$ cat src/rtl/div_ctrl.sv
// rtl/div_ctrl.sv - multi-cycle restoring divider sequencer for MIPS DIV/DIVU
//
// Purpose: accepts a divide request from the EX stage, latches the operands and
// runs one restoring-division iteration per cycle. It stalls the pipeline while
// busy and pulses result_valid_o for the HI/LO write.
//
// Ports:
//   clk, rst             clock, synchronous active-high reset
//   start_i, signed_i    divide request (sampled in IDLE), 1 = DIV, 0 = DIVU
//   dividend_i/divisor_i rs / rt operands, latched at accept
//   cancel_i             flush/exception, aborts an operation in flight
//   stall_o              pipeline stall request (combinational)
//   busy_o               high whenever the sequencer is not idle
//   result_valid_o       one-cycle pulse, hi_o/lo_o valid (HI/LO write enable)
//   hi_o / lo_o          remainder / quotient, held until the next result

module div_ctrl #(
   parameter int WIDTH = 32
) (
   input  logic             clk,
   input  logic             rst,
   input  logic             start_i,
   input  logic             signed_i,
   input  logic [WIDTH-1:0] dividend_i,
   input  logic [WIDTH-1:0] divisor_i,
   input  logic             cancel_i,
   output logic             stall_o,
   output logic             busy_o,
   output logic             result_valid_o,
   output logic [WIDTH-1:0] hi_o,
   output logic [WIDTH-1:0] lo_o
);

   localparam int CW = (WIDTH > 1) ? $clog2(WIDTH) : 1;
   localparam logic [CW-1:0] LAST = CW'(WIDTH - 1);

   typedef enum logic [1:0] {IDLE, ZERO, RUN, DONE} state_t;

   state_t           state;
   logic [WIDTH:0]   rem;
   logic [WIDTH-1:0] quo;
   logic [WIDTH-1:0] dvsr;
   logic [CW-1:0]    count;
   logic             neg_q;
   logic             neg_r;

   logic             accept;
   logic             dvd_neg;
   logic             dvs_neg;
   logic [WIDTH-1:0] dvd_mag;
   logic [WIDTH-1:0] dvs_mag;
   logic [WIDTH+1:0] trial;
   logic [WIDTH:0]   rem_nxt;
   logic [WIDTH-1:0] quo_nxt;

   assign accept  = (state == IDLE) && start_i && !cancel_i;
   assign dvd_neg = signed_i && dividend_i[WIDTH-1];
   assign dvs_neg = signed_i && divisor_i[WIDTH-1];
   // Negating the most negative value wraps to itself, which is still the
   // correct magnitude when read as unsigned.
   assign dvd_mag = dvd_neg ? -dividend_i : dividend_i;
   assign dvs_mag = dvs_neg ? -divisor_i : divisor_i;

   // One restoring step: shift {rem,quo} left by one, then trial-subtract.
   // The extra top bit of trial is the borrow (trial negative).
   assign trial   = {rem, quo[WIDTH-1]} - {2'b00, dvsr};
   assign rem_nxt = trial[WIDTH+1] ? {rem[WIDTH-1:0], quo[WIDTH-1]} : trial[WIDTH:0];
   assign quo_nxt = {quo[WIDTH-2:0], ~trial[WIDTH+1]};

   assign stall_o = accept || (state == RUN) || (state == ZERO);
   assign busy_o  = (state != IDLE);

   always_ff @(posedge clk) begin
      if (rst) begin
         state          <= IDLE;
         rem            <= '0;
         quo            <= '0;
         dvsr           <= '0;
         count          <= '0;
         neg_q          <= 1'b0;
         neg_r          <= 1'b0;
         result_valid_o <= 1'b0;
         hi_o           <= '0;
         lo_o           <= '0;
      end else begin
         result_valid_o <= 1'b0;
         case (state)
            IDLE: begin
               if (accept) begin
                  count <= '0;
                  dvsr  <= dvs_mag;
                  if (divisor_i == '0) begin
                     // Divide by zero: fixed result, raw dividend, no sign fix.
                     quo   <= '1;
                     rem   <= {1'b0, dividend_i};
                     neg_q <= 1'b0;
                     neg_r <= 1'b0;
                     state <= ZERO;
                  end else begin
                     quo   <= dvd_mag;
                     rem   <= '0;
                     neg_q <= dvd_neg ^ dvs_neg;
                     neg_r <= dvd_neg;
                     state <= RUN;
                  end
               end
            end
            ZERO: begin
               if (cancel_i) begin
                  state <= IDLE;
               end else begin
                  state          <= DONE;
                  result_valid_o <= 1'b1;
                  hi_o           <= rem[WIDTH-1:0];
                  lo_o           <= quo;
               end
            end
            RUN: begin
               if (cancel_i) begin
                  state <= IDLE;
               end else begin
                  rem   <= rem_nxt;
                  quo   <= quo_nxt;
                  count <= count + 1'b1;
                  // Results are registered from the final iteration's next
                  // values so they are already valid during DONE.
                  if (count == LAST) begin
                     state          <= DONE;
                     result_valid_o <= 1'b1;
                     lo_o           <= neg_q ? -quo_nxt : quo_nxt;
                     hi_o           <= neg_r ? -rem_nxt[WIDTH-1:0] : rem_nxt[WIDTH-1:0];
                  end
               end
            end
            DONE: begin
               state <= IDLE;
            end
            default: state <= IDLE;
         endcase
      end
   end

endmodule

$ cat config.mk
export PLATFORM = sky130hd
export DESIGN_NAME = div_ctrl
export DESIGN_NICKNAME = d
export VERILOG_FILES = /design/src/rtl/div_ctrl.sv
export SDC_FILE = /design/constraint.sdc
export NUM_CORES = 1
export LEC_CHECK = 0
export ABC_AREA = 0
export CAP_MARGIN = 5
export CORE_MARGIN = 5
export CORE_UTILIZATION = 59
export CTS_BUF_LIST = sky130_fd_sc_hd__clkbuf_4
export CTS_CLUSTER_SIZE = 20
export DETAILED_ROUTE_END_ITERATION = 8
export PLACE_DENSITY = 0.85
export SLEW_MARGIN = 20
export SYNTH_ARGS = -nofsm -noshare
export SYNTH_HDL_FRONTEND = slang
export SYNTH_SLANG_ARGS = --single-unit
$ cat constraint.sdc
create_clock -name clk -period 6.6 [get_ports clk]
set_input_delay 1.65 -clock clk [delete_from_list [all_inputs] [get_ports clk]]
set_output_delay 1.65 -clock clk [all_outputs]
set_load 0.03 [all_outputs]
# Yosys cells after proc, flatten, opt, wreduce, memory -nomap -nowiden
# Index checks and enable logic that the tools add are counted.
# totals
register_bits,171
elab_cells,79
out_inout_bits,67
in_bits,69
# classes
bitwise_logic,2
reduce_logical,16
n_addsub,6
n_mux,36
n_eq_ne,9
# op_table
cell,n
$mux 32,14
$pmux 32 s2,3
$neg 32->32,4
$mux 33,3
$pmux 33 s2,1
$sub 34x32->34,1
$logic_not 32->1,1
$mux 2,5
$mux 5,2
$pmux 5 s2,1
$pmux 2 s4,1
$ne 2x2->1 const B,3
$reduce_bool 2->1,3
$add 5x1->5 const B,1
$eq 5x5->1 const B,1
$mux 1,5
$eq 2x2->1 const B,2
$logic_and 1x1->1,4
$reduce_and 2->1,2
$reduce_and 4->1,1
$ne 3x2->1 const B,1
$reduce_and 3->1,1
$eq 2x1->1 const B,1
$logic_not 2->1,1
other kinds (6),7

# Logic depth before layout (Yosys ltp)
# Gate-level depths: netlist of the first run.
# logic_depth
word_depth,7
ltp_mapped,25
mapped_depth_nobuf,21

# Worst setup path after synthesis of the first run
# OpenSTA, ideal clock, no wires.
# synth_path
path_type,reg-to-reg
startpoint,register dvsr[31]
endpoint,register hi_o[30]
setup_time_ns,0.086
stages_incl_launch_ff,25
slack_ns,1.670
period_less_slack_ns,4.930
arrival_time_ns,4.845
required_time_ns,6.514
n_path_buf,3
cell_sequence,dfxtp_1 -> inv_1 -> ha_1 -> and4b_1 -> a221oi_1 -> o21ai_1 -> or3_1 -> o211ai_2 -> a31o_2 -> nor2_4 -> inv_2 -> buf_6 -> buf_2 -> clkbuf_1 -> nor2_1 -> a21oi_1 -> ha_1 -> inv_1 -> nor4b_1 -> nand3_1 -> o41a_1 -> a2111o_1 -> o21ai_1 -> xor2_1 -> a211oi_1
# synth_between
elab_chain_cells,7
# synth_rtl
element,line,rtl
"start, declared",42,logic [WIDTH-1:0] dvsr;
"start signal, assigned",91,dvsr <= dvs_mag;
$sub 34x32->34 (*),66,"assign trial = {rem, quo[WIDTH-1]} - {2'b00, dvsr};"
$mux 33 (*),67,"assign rem_nxt = trial[WIDTH+1] ? {rem[WIDTH-1:0], quo[WIDTH-1]} : trial[WIDTH:0];"
$neg 32->32,131,hi_o <= neg_r ? -rem_nxt[WIDTH-1:0] : rem_nxt[WIDTH-1:0];
$mux 32 (*),131,
$mux 32 (*),127,if (count == LAST) begin
$mux 32 (*),119,if (cancel_i) begin
$pmux 32 s2 (*),87,case (state)
"end signal, assigned",114,hi_o <= rem[WIDTH-1:0];
"end signal, assigned",131,
"end, declared",30,"output logic [WIDTH-1:0] hi_o,"
# Every way passes the cells marked *; elsewhere a longest branch is shown, timed or not. The select of a mux whose other input is x is not followed.
# A chain may end at the register's enable or synchronous reset.

# Final worst setup path of the first run
# layout_path
startpoint,register rem[7]
endpoint,register hi_o[30]
# layout_between
elab_chain_cells,7
# layout_rtl
element,line,rtl
"start, declared",40,logic [WIDTH:0] rem;
"start signal, assigned",95,"rem <= {1'b0, dividend_i};"
"start signal, assigned",122,rem <= rem_nxt;
$sub 34x32->34,66,
$mux 33 (*),67,
$neg 32->32,131,
$mux 32 (*),131,
$mux 32 (*),127,
$mux 32 (*),119,
$pmux 32 s2 (*),87,
# Marks and branches as above.

==> results of run 1 <==
==> cells in the final DEF (no fill, tap or decap), types with 23 or more instances in the layout <==
cell             count
mux2i_1             29
nor2_1             222
o31ai_1             25
a221oi_1            33
a21oi_1            155
inv_1               85
a211oi_1            78
xnor2_1             85
nand3_1             33
nand2_1            162
dfxtp_1            171
xor2_1              55
o21ai_0             73
clkdlybuf4s50_1    134
nor3_1              57
ha_1                41
or3_1               23
==> synth_stat cells (7+ instances only) <==
cell      count  area share [%]
nor2_1      224             6.7
dfxtp_1     171              27
nand2_1     162             4.8
a21oi_1     156             6.2
clkbuf_1     95             2.8
inv_1        85             2.5
xnor2_1      85             5.9
a211oi_1     78             4.7
o21ai_0      73             2.9
nor3_1       57             2.3
xor2_1       55             3.8
ha_1         42             4.2
a221oi_1     33             2.3
nand3_1      33             1.3
mux2i_1      29             2.3
o31ai_1      25             1.5
or3_1        23             1.1
a31oi_1      21             1.0
nor4_1       20             1.0
nand2b_1     19            0.95
o211ai_1     19             1.1
and3_1       14            0.70
a21o_1       11            0.66
and2_1       11            0.55
nand4_1      11            0.55
buf_2        10            0.40
a22oi_1       9            0.54
a311oi_1      9            0.63
o21ai_1       9            0.36
buf_1         8            0.24
o41ai_1       8            0.56
or4_1         8            0.48
nor2b_1       7            0.35
==> state kept, by name (all words and copies together), names as in the netlist <==
signal          count
state               2
hi_o               32
rem                33
count               5
result_valid_o      1
lo_o               32
quo                32
neg_r               1
dvsr               32
neg_q               1
==> kinds of logic after synthesis <==
kind of cell / count (synthesis)
xor gates and xnor gates: 140
buffers and inverters: 202
AOI/OAI and AO/OA: 510
DFF: 171
and+or+nand+nor: 612
muxes: 35
adders and majority gates: 43
==> final cells by class <==
| class | instances | area share, % |
|---|---|---|
| diodes | 1 | 0.0176 |
| repair buffers | 155 | 10.5 |
| multi-input cells | 1340 | 58.7 |
| well taps | 275 | 2.41 |
| clock buffers | 17 | 0.896 |
| clock inverters | 14 | 1.09 |
| flip-flops and latches | 171 | 24.0 |
| inverters | 87 | 2.29 |
==> stage by stage <==
stage	power, mW	cells	setup WS (ps)	utilization (%)	hold WS (ps)
after floorplan	4.88	1713	1670	-	432
after global placement	5.95	2028	1460	66.6	436
after detailed placement	6.00	2028	1270	66.6	449
after CTS	6.64	2059	1180	68.0	470
after global routing	7.23	2060	666	68.0	495
final	6.76	2060	1050	68.0	466
==> worst min-delay path, cell delays in order (launching register included) <==
cell     delay [ps]
dfxtp_1         340
nand2_1          50
a21oi_1          50
==> layer usage <==
layer  up-vias  global-route usage (%)  share of wire (%)  wire, um
met1      5911                    41.2                 42     15900
met5         -                       0                  0         0
met4         0                    9.05                2.4       894
met2       645                    48.8                 46     17200
li1       6268                       -                  -         -
met3        75                    5.35                9.7      3660
==> power breakdown <==
part	switching, mW	total, mW	leakage [nW]	internal (mW)
registers	0.180	1.38	1.39	1.20
logic	3.05	4.75	3.50	1.70
clock network	0.453	0.625	0.153	0.172
total	3.69	6.76	5.04	3.07
==> worst max-delay path by stage <==
stage               startpoint        to  slack [ps]  depth (start not counted)
finish                  rem[7]  hi_o[30]        1050                         19
global route            rem[7]  hi_o[24]         670                         19
CTS                     rem[7]  hi_o[30]        1180                         19
detailed placement      rem[7]  hi_o[30]        1270                         19
global placement        rem[7]  hi_o[30]        1460                         19
floorplan             dvsr[31]  hi_o[30]        1670                         24
==> run_results.csv, run 1 <==
group,metric,value,unit
global_route,first_global_vias,11900,
finish,regArea,3420,um2
worst_setup_path,critPathSlowestCell,"nor4b_1",
timing,fmax,180,MHz
worst_setup_path,crit_family,"compound AO/OA/AOI/OAI gates",
global_route,grt_pass1_wl,60700,um
worst_setup_path,endpoint_kind,"flip-flop",
drt,drt_iter0_markers,1329,
logic_synthesis,synth-seq-cells,171,
worst_hold_path,min-delay-start,"dvsr[31]",
floorplan,fp.dieW,156,um
floorplan,dieHeight,156,um
worst_setup_path,crit_buf_inv,2,
logic_synthesis,ys_seq_area_share,27.3,%
worst_setup_path,critPathArrivalTime,6080,ps
clock_network,cts_buffers,17,
worst_setup_path,crit_type,"flip-flop to flip-flop",
worst_setup_path,reg2reg_depth,19,
drt,wirelength,37600,um
place,postPlaceCellArea,14000,um2
floorplan,rows,53,
drt,wl_per_cell,18.3,um
clock_network,tritoncts,"yes",
worst_hold_path,hold_class,"flip-flop to flip-flop",
logic_synthesis,synth_top_family_by_area,"compound AO/OA/AOI/OAI gates",
worst_setup_path,r2r-end,"hi_o[30]",
place,port_buffers,135,
clock_network,clk_latency,620,ps
global_route,grt_max_degree,76,
global_route,antenna_found_initial,1,
floorplan,io_pins,136,
logic_synthesis,synthCells,1713,
logic_synthesis,synth_cell_types,79,
timing,setup_viol,0,
finish,fillers,1816,
global_route,grt_usage,30.1,%
finish,layout.nets,1884,
finish,syn_to_final_growth,13.6,%
drt,dr.pass1.iters,6,
worst_setup_path,r2r-start,"rem[7]",
place,routabilityCongestion,0.956,
clock_network,htreeDepth,4,
finish,layout-drive-gt1-share,5.10,%
logic_synthesis,synth-edff-count,0,
pwr,leakage,5.04,nW
drt,ant_nets,0,
floorplan,core_area,21000,um2
timing,rsz0062_at_grt,"false",
logic_synthesis,async_flop_share,0,%
worst_setup_path,cpPeakStageDelay,570,ps
clock_network,clk_pin_slew,180,ps
clock_network,post_cts_resized,0,
timing,drv_slew,0,
worst_setup_path,crit_path_start_kind,"flip-flop",
worst_hold_path,whs_path_depth,2,
pwr,power_density,474,nW/um2
timing,period_share,84.1,%
floorplan,die_area,24300,um2
drt,drc_errors,0,
status,status,"completed",
timing,worst_pin_slew,1020,ps
clock_network,hold_buffers,0,
timing,final_hold_viol_count,0,
logic_synthesis,syn_area,12500,um2
run,cap_violations,0,
timing,finalSetupTns,0,ps
drt,vias,12900,
timing,finClkSkew,34.7,ps
logic_synthesis,synthAdderAreaFrac,4.35,%
finish,multiInputGateArea,8370,um2
logic_synthesis,syn_area_per_cell,7.32,um2
timing,relSlewSlack,31.4,%
worst_setup_path,cpMostUsedCell,"o21ai_1",
worst_setup_path,crit_fanout,11,
timing,min_period,5550,ps
clock_network,post_cts_buffers,0,
pwr,ir_worst_vdd,0.000256,V
place,dp_hpwl,28000,um
logic_synthesis,ys.warnings.count,0,
worst_hold_path,holdPathEnd,"dvsr[31]",
worst_setup_path,crit_chain,"ha_1 > a21oi_1 > o21ai_1 > a21oi_2 > a21oi_1 > o21ai_1 > o32ai_1 > buf_4 > nor2_4 > mux2i_1 > ha_1 > inv_1 > nor4b_1 > nand3_1 > o41a_1 > a2111o_1 > o21ai_1 > xor2_1 > a211oi_1",
logic_synthesis,synth_compound_area_share,27.1,%
logic_synthesis,ys.flop_type,"dfxtp_1",
global_route,grt_overflow,0,
clock_network,clock-sinks,171,
clock_network,clock_path_buffers,2,
worst_setup_path,crit_required,7140,ps
worst_setup_path,regToRegSetupSlack,1050,ps
logic_synthesis,synth-simple-area-share,22.4,%
logic_synthesis,synth_xor_xnor_area_share,9.78,%
floorplan,start_util,59.8,%
finish,finalInstanceArea,14200,um2
clock_network,cts-root-buf,"clkbuf_4",
logic_synthesis,muxShareOfSynthArea,2.85,%
logic_synthesis,syn-num-nets,1825,
drt,viasPerCell,6.26,
No activity file was read; power rests on OpenSTA's default activity.
==> run 2, diff against run 1 <==
clock period = 5.68 ns   (was 6.6 ns; I/O delays follow)
==> run 2 against run 1 <==
Against the previous run:
- first-iteration DRC count down 15%
- largest power group unchanged
- clock power increased by 6.6%
- hold slack lost 0.68 ps
==> run_results.csv, run 2 (synthesis gave the netlist of run 1 again) <==
group,metric,value,unit
status,status,"completed",
floorplan,dieHeight,156,um
worst_setup_path,critPathSlowestCell,"dfxtp_1",
finish,largest_reg_flops,33,
worst_setup_path,cpPeakStageDelay,510,ps
worst_setup_path,crit_chain,"ha_1 > a21oi_1 > o21a_2 > nor2_1 > a2111oi_4 > o211ai_2 > a31o_2 > nor2_4 > buf_4 > mux2i_1 > ha_1 > inv_1 > nor4b_2 > nand3_1 > o41a_1 > a2111o_1 > o21ai_1 > xnor2_1 > o22ai_1",
timing,min_period,5360,ps
drt,viasPerCell,6.26,
finish,layout.nets,1896,
worst_setup_path,r2r-end,"hi_o[28]",
place,dp_slack,246,ps
worst_setup_path,cpMostUsedCell,"ha_1",
clock_network,cts_buffers,17,
floorplan,io_pins,136,
worst_hold_path,holdPathEnd,"lo_o[2]",
global_route,grt_pass1_wl,60300,um
global_route,antenna_found_initial,1,
drt,ant_nets,0,
worst_setup_path,regToRegSetupSlack,320,ps
worst_setup_path,crit_path_start_kind,"flip-flop",
finish,multiInputGateArea,8380,um2
worst_setup_path,r2r-start,"rem[17]",
place,dp_cells,2040,
global_route,grt_max_degree,92,
finish,syn_to_final_growth,14.2,%
drt,drc_errors,0,
finish,fin_util,68.3,%
worst_hold_path,min-delay-start,"lo_o[2]",
timing,setup_ws,323,ps
timing,setup_viol,0,
clock_network,tritoncts,"yes",
timing,final_hold_viol_count,0,
worst_setup_path,endpoint_kind,"flip-flop",
floorplan,core_area,21000,um2
finish,fillers,1816,
pwr,leakage,5.10,nW
timing,worst_pin_slew,1130,ps
worst_setup_path,crit_family,"compound AO/OA/AOI/OAI gates",
finish,finalInstanceArea,14300,um2
clock_network,clock-sinks,171,
global_route,grt_overflow,0,
timing,finClkSkew,25.6,ps
floorplan,fp.dieW,156,um
global_route,first_global_vias,12100,
clock_network,clk_latency,580,ps
worst_setup_path,crit_buf_inv,2,
timing,finalSetupTns,0,ps
worst_setup_path,crit_fanout,18,
place,dp_hpwl,28100,um
clock_network,post_cts_buffers,0,
pwr,power_density,545,nW/um2
clock_network,clk_pin_slew,160,ps
worst_setup_path,critPathArrivalTime,5790,ps
timing,drv_slew,0,
worst_hold_path,whs_path_depth,2,
worst_setup_path,crit_type,"flip-flop to flip-flop",
drt,wirelength,37500,um
timing,period_share,94.3,%
worst_setup_path,crit_required,6110,ps
drt,dr.pass1.iters,8,
run,cap_violations,0,
floorplan,rows,53,
place,routabilityCongestion,0.942,
drt,drt_iter0_markers,1135,
clock_network,cts-root-buf,"clkbuf_4",
clock_network,clock_path_buffers,2,
finish,top_register,"rem",
finish,instances_no_fill,2073,
pwr,ir_worst_vdd,0.000376,V
worst_setup_path,reg2reg_depth,19,
drt,wl_per_cell,18.1,um
worst_hold_path,hold_class,"flip-flop to flip-flop",
finish,layout-drive-gt1-share,5.90,%
floorplan,start_util,59.8,%
finish,final_common_cell,"nor2_1",
timing,fmax,187,MHz
timing,relSlewSlack,24.3,%
drt,vias,13000,
global_route,grt_usage,29.9,%
place,port_buffers,135,
timing,rsz0062_at_grt,"false",
place,postPlaceCellArea,14100,um2
finish,regArea,3420,um2
clock_network,htreeDepth,4,
floorplan,die_area,24300,um2
finish,layout_common_cells,"nor2_1 (222), dfxtp_1 (171), nand2_1 (162)",
==> run 2: how the worst max path moves through the flow <==
stage / startpoint / to / slack [ps] / depth (start not counted)
floorplan: dvsr[31] / hi_o[30] / 750 / 24
global placement: dvsr[2] / hi_o[30] / 460 / 20
detailed placement: rem[7] / hi_o[28] / 250 / 19
CTS: rem[7] / hi_o[28] / 190 / 19
global route: rem[17] / hi_o[30] / 50 / 19
finish: rem[17] / hi_o[28] / 320 / 19
==> run 2: worst min-delay path, stage by stage, from the launching register on <==
cell,delay [ps]
dfxtp_1,340
nand2_1,50
a21oi_1,50
==> run 2: metrics by stage <==
step           total power, mW  hold slack [ps]
6_report                  7.81              465
5_1_grt                   8.35              492
4_1_cts                   7.67              470
3_5_place_dp              6.99              443
3_3_place_gp              6.91              439
2_1_floorplan             5.68              432
==> run 2: power by group <==
part | leakage [nW] | switching, mW | internal, mW
Combinational | 3.57 | 3.52 | 2.02
Sequential | 1.39 | 0.198 | 1.40
Clock | 0.136 | 0.479 | 0.187
Total | 5.10 | 4.20 | 3.60
==> run 2: area by class of cell <==
cell class	count	area share, %
Multi-Input combinational cell	1340	58.5
Sequential cell	171	23.9
Timing Repair Buffer	167	11.2
Tap cell	275	2.40
Inverter	87	2.28
Clock buffer	18	0.943
Clock inverter	14	0.751
Antenna cell	1	0.0175
==> run 2: layer usage <==
| metal | global-route usage, % | routed length [um] | up-vias |
|---|---|---|---|
| li1 | - | - | 6298 |
| met1 | 40.5 | 16000 | 5907 |
| met2 | 47.5 | 16500 | 670 |
| met3 | 5.49 | 3600 | 105 |
| met4 | 11.5 | 1400 | 0 |
| met5 | 0 | 0 | - |
==> run 2: timing repair <==
action	in CTS	in global routing
setup endpoints to repair	0	5
resized for setup	0	2
hold buffers	0	0
==> run 3, diff against run 2 <==
CAP_MARGIN = 10   (was 5)
SLEW_MARGIN = not set   (was 20)
==> results of run 3 <==
Final layout, timing and power as in run 2 (identical DEF).
